`src/rtl/next_pc_predictor.sv`:
```
// Fetch PC register with a direct-mapped BTB and 2-bit counters for next-PC prediction.
// Latency: prediction is combinational on pc; redirect lands on pc one edge after flush.
// Backpressure: stall holds pc, but a misprediction redirect always takes priority over stall.
module next_pc_predictor #(
  parameter int              XLEN         = 32,
  parameter int              BTB_DEPTH    = 64,
  parameter logic [XLEN-1:0] RESET_VECTOR = '0
) (
  input  logic            clk,
  input  logic            rst_n,
  input  logic            stall,
  output logic [XLEN-1:0] pc,
  output logic            pred_taken,
  output logic [XLEN-1:0] pred_target,
  input  logic            ex_valid,
  input  logic [XLEN-1:0] ex_pc,
  input  logic            ex_is_branch,
  input  logic            ex_is_jal,
  input  logic            ex_is_jalr,
  input  logic            ex_taken,
  input  logic [XLEN-1:0] ex_target,
  input  logic            ex_pred_taken,
  input  logic [XLEN-1:0] ex_pred_target,
  output logic            flush
);

  localparam int IDX_W = $clog2(BTB_DEPTH);
  localparam int TAG_W = XLEN - IDX_W - 2;

  logic [BTB_DEPTH-1:0] valid;
  logic [1:0]           ctr     [BTB_DEPTH];
  logic [TAG_W-1:0]     tag_mem [BTB_DEPTH];
  logic [XLEN-1:0]      tgt     [BTB_DEPTH];

  logic [IDX_W-1:0] idx, u_idx;
  logic [TAG_W-1:0] tag, u_tag;
  logic             hit, u_hit, btb_upd;
  logic [XLEN-1:0]  redirect_pc;

  assign idx   = pc[IDX_W+1:2];
  assign tag   = pc[XLEN-1:IDX_W+2];
  assign u_idx = ex_pc[IDX_W+1:2];
  assign u_tag = ex_pc[XLEN-1:IDX_W+2];

  assign hit   = valid[idx] && (tag_mem[idx] == tag);
  assign u_hit = valid[u_idx] && (tag_mem[u_idx] == u_tag);

  always_comb begin
    pred_taken  = hit && ctr[idx][1];
    pred_target = pc + XLEN'(4);
    if (pred_taken) pred_target = tgt[idx];
  end

  assign flush = ex_valid && ((ex_taken != ex_pred_taken) ||
                              (ex_taken && (ex_target != ex_pred_target)));
  assign redirect_pc = ex_taken ? ex_target : ex_pc + XLEN'(4);

  // JALR targets are register-dependent, so they never enter the BTB.
  assign btb_upd = ex_valid && (ex_is_branch || ex_is_jal) && !ex_is_jalr;

  always_ff @(posedge clk or negedge rst_n) begin
    if (!rst_n) begin
      pc    <= RESET_VECTOR;
      valid <= '0;
      for (int i = 0; i < BTB_DEPTH; i++) ctr[i] <= 2'b01;
    end else begin
      if (flush)       pc <= redirect_pc;
      else if (!stall) pc <= pred_target;

      if (btb_upd) begin
        if (u_hit) begin
          if (ex_taken) begin
            if (ctr[u_idx] != 2'b11) ctr[u_idx] <= ctr[u_idx] + 2'd1;
          end else if (ctr[u_idx] != 2'b00) begin
            ctr[u_idx] <= ctr[u_idx] - 2'd1;
          end
        end else if (ex_taken) begin
          valid[u_idx] <= 1'b1;
          ctr[u_idx]   <= 2'b10;
        end
      end
    end
  end

  // Tag and target carry no reset; valid gates their use.
  always_ff @(posedge clk) begin
    if (btb_upd && ex_taken) begin
      tag_mem[u_idx] <= u_tag;
      tgt[u_idx]     <= ex_target;
    end
  end

endmodule

```
`config.mk`:
```
export PLATFORM = sky130hd
export DESIGN_NAME = next_pc_predictor
export DESIGN_NICKNAME = d
export VERILOG_FILES = /design/src/rtl/next_pc_predictor.sv
export SDC_FILE = /design/constraint.sdc
export NUM_CORES = 2
export LEC_CHECK = 0
export BUFFER_PORTS_ARGS = -buffer_cell sky130_fd_sc_hd__buf_2
export CAP_MARGIN = 30
export CELL_PAD_IN_SITES_DETAIL_PLACEMENT = 2
export CELL_PAD_IN_SITES_GLOBAL_PLACEMENT = 2
export CORE_MARGIN = 1.5
export CORE_UTILIZATION = 31
export CTS_BUF_LIST = sky130_fd_sc_hd__clkbuf_4 sky130_fd_sc_hd__clkbuf_8 sky130_fd_sc_hd__clkbuf_16
export DETAILED_ROUTE_END_ITERATION = 16
export PLACE_DENSITY = 0.64
export SETUP_SLACK_MARGIN = 0.3
export SYNTH_ARGS = -nofsm -noshare
export SYNTH_HDL_FRONTEND = slang
export SYNTH_SLANG_ARGS = --single-unit
```
`constraint.sdc`:
```
create_clock -name clk -period 8.7 [get_ports clk]
set_input_delay 0.435 -clock clk [delete_from_list [all_inputs] [get_ports clk]]
set_output_delay 0.435 -clock clk [all_outputs]
set_load 0.01 [all_outputs]
```
==> impl_metrics.py <==
metrics = {
    "outcome": {
        "status": "complete, no violations",
    },
    "route": {
        "dr.pass1.iters": 6,
        "via_per_inst": 6.60,
        "drt_iter0_drc": 19450,
        "drcViolationCount": 0,
        "drt-wirelength-per-cell_microns": 47.6,
        "vias": 107600,
        "drt_wl_total_microns": 776000,
        "ant_nets": 0,
    },
    "floorplanning": {
        "dieHeight_microns": 728,
        "coreArea_sq_um": 525000,
        "start_util_pct": 31.1,
        "pin_count": 171,
        "die_w_microns": 728,
        "die-area_sq_um": 531000,
        "rows": 266,
    },
    "timing": {
        "hold_viol_final": 0,
        "post-route-period-util_pct": 96.0,
        "setup_violations": 0,
        "min_period_ns": 8.35,
        "rsz0062_at_grt": "false",
        "drv_slew": 0,
        "maxSlewHeadroom_pct": 20.9,
        "worst_pin_slew_ns": 1.19,
        "fin_skew_ns": 0.105,
        "fmax_mhz": 120,
        "hold_slack_ns": 0.0340,
        "fin_setup_tns_ns": 0,
    },
    "critical_path": {
        "start_kind": "flop",
        "r2r.worst_path.cells": 13,
        "rrSetupSlack_ns": 1.58,
        "endpoint": "pred_target[2]",
        "r2r_start": "pc[2]",
        "end_kind": "primary output",
        "worstSetupPathType": "reg2out",
        "r2r-end": "pc[15]",
        "critPathLaunch": "pc[2]",
        "arrival_ns": 7.92,
        "path_max_fanout": 33,
        "cp.required_ns": 8.27,
    },
    "worst_hold_path": {
        "worstHoldPathType": "in2reg",
    },
    "yosys": {
        "synth_area_leaders": "edfxtp_1 (66%), mux4_2 (15%), dfrtp_1 (2.5%), mux2_2 (2.2%), mux2i_1 (1.6%)",
        "synth_area_sq_um": 163000,
        "ys.flop_type": "edfxtp_1",
        "synth_area_per_cell_sq_um": 19.1,
        "synth_top_area_share_pct": 66.0,
        "synth_edf_count": 3584,
        "yosys_warnings": 0,
        "synth_top_area_cell": "edfxtp_1",
        "ys_seq_area_share_pct": 69.4,
        "synth_seq_cells": 3808,
        "postSynthCellCount": 8530,
        "synth_nets": 8639,
        "synthArstFlopShare_pct": 5.88,
        "synth_cell_types": 82,
    },
    "clocking": {
        "clk_pin_slew_ns": 0.06,
        "max-clock-path-buffers": 4,
        "numCtsBuffers": 406,
        "clock_latency_ns": 1.08,
        "htreeDepth": 5,
        "clock-sinks": 3808,
        "cts_root_buffer": "clkbuf_16",
        "cts_tree": "built",
        "cts_resized": 0,
    },
    "global_route": {
        "grt_pass1_vias": 107131,
        "antenna_found_initial": 90,
        "grt_pass1_wl_microns": 1020000,
        "grt_overflow": 0,
        "grt_max_degree": 163,
        "grt.total_usage_pct": 28.4,
    },
    "placement": {
        "place_area_sq_um": 175000,
        "hpwlAfterDp_microns": 449000,
        "routabilityCongestion": 0.925,
        "port-buffer-count": 170,
    },
    "pwr": {
        "power_density_nw_per_um2": 240,
        "vdd.ir_drop.worst_mv": 0.190,
        "p_leak_nw": 60.1,
    },
    "cells_and_area": {
        "syn_to_final_growth_pct": 16.0,
        "nets": 9058,
        "drive_gt1_share_pct": 32.3,
        "design_area_sq_um": 189000,
    },
    "flow_run": {
        "maxCapViolCount": 0,
    },
}
report_power, final:
group          switching, mW  total [mW]  internal (mW)
registers              0.262        20.4           20.1
clock network           7.97        18.1           10.1
logic                   4.40        7.02           2.62
placed cells by master (no fill, tap or decap), types with 25 or more instances in the layout:
cell,instances
a211oi_1,35
a21oi_1,109
a221o_1,81
a221oi_1,208
a22o_1,55
a22oi_1,225
a31o_2,59
a31oi_1,43
a32oi_1,26
and3_1,54
buf_12,76
buf_2,168
buf_4,378
bufinv_16,36
clkbuf_16,411
clkbuf_4,93
clkinv_1,99
clkinv_2,51
dfrtp_1,154
dfstp_2,64
diode_2,41
edfxtp_1,3584
mux2_2,319
mux2i_1,263
mux4_2,1105
nand2_1,233
nand2b_1,28
nand3_1,82
nand3b_1,49
nand4_1,30
nor2_1,111
nor2_4,52
nor3_1,41
nor4_1,25
o211ai_1,57
o21ai_0,130
o221ai_1,40
o22ai_1,115
xnor2_1,76
xor2_1,55
cells by family (layout without fill, tap and decap cells):
family                     Yosys count  count (layout)  synth area share, %
AOI/OAI and AO/OA                 1339            1339                 6.22
other                                0              41                    0
adders and majority gates            4               4               0.0307
DFF                               3808            3808                 69.4
muxes                             1688            1688                 19.1
buffers and inverters              687            1443                 1.77
xor gates and xnor gates           132             132                0.709
and+or+nand+nor                    872             872                 2.75
sequential cells by signal (all words and copies together), names as in the netlist:
name,flops
tgt,2048
tag_mem,1536
ctr,128
valid,64
pc,32
layer usage:
layer	GRT usage, %	vias to the layer above	wire length (microns)
li1	-	37265	-
met1	36.4	58665	284000
met2	43.3	9304	346000
met3	7.64	2326	92300
met4	16.8	40	54100
met5	0	-	293
what timing repair did:
item,in CTS,in global routing
hold buffers,18,4
endpoints found under the setup margin,0,0
buffers inserted,0,0
hold endpoints to repair,371,193
worst min-delay path by stage:
| stage | cells past startpoint | end | startpoint |
|---|---|---|---|
| after floorplan | 0 | ctr[101] | rst_n |
| after global placement | 1 | valid[39] | valid[39] |
| after detailed placement | 1 | valid[39] | valid[39] |
| after CTS | 2 | tag_mem[41][2] | ex_pc[10] |
| after global routing | 2 | tgt[61][24] | ex_target[24] |
| final | 2 | tgt[61][24] | ex_target[24] |
synth_stat cells (all sizes together) (57+ instances only):
cell / n
buf: 314
a221o: 81
and3: 63
o22ai: 115
nor2: 166
nand3: 84
a22oi: 230
xnor2: 76
dfstp: 64
nand2: 234
mux4: 1105
a21oi: 109
mux2i: 263
a31o: 59
dfrtp: 160
mux2: 320
clkbuf: 343
a221oi: 208
edfxtp: 3584
o21ai: 131
nor3: 61
o211ai: 57
critical path, cell delays in order (launching register included):
cell      delay (ns)
dfrtp_4         1.11
buf_4           0.73
mux4_2          0.60
a22oi_1         0.29
a21oi_1         0.13
a21oi_1         0.32
o221ai_1        0.38
xor2_1          0.25
nor4_2          0.98
nand3_1         0.63
nor4_2          0.97
o21bai_1        0.23
buf_2           0.17
final cells by class:
type                       instances  area, sq um
fill                           50836       335000
tap                             6968         8720
inverter                          30          133
timing repair buffer             668         5900
sequential                      3808       113000
clock buffer                     513        11100
multi-input combinational       4035        47700
clock inverter                   232         2360
antenna                           41          103
through the flow:
step	util [%]	setup WS, ns	power [mW]	instances
2_1_floorplan	-	1.41	24.4	8530
3_3_place_gp	33.3	1.05	27.3	15445
3_5_place_dp	33.4	1.64	27.5	15471
4_1_cts	36.0	0.507	45.4	16234
5_1_grt	36.1	0.486	46.2	16256
6_report	36.1	0.347	45.5	16295
Note: power is estimated with default switching activity, not from simulation.
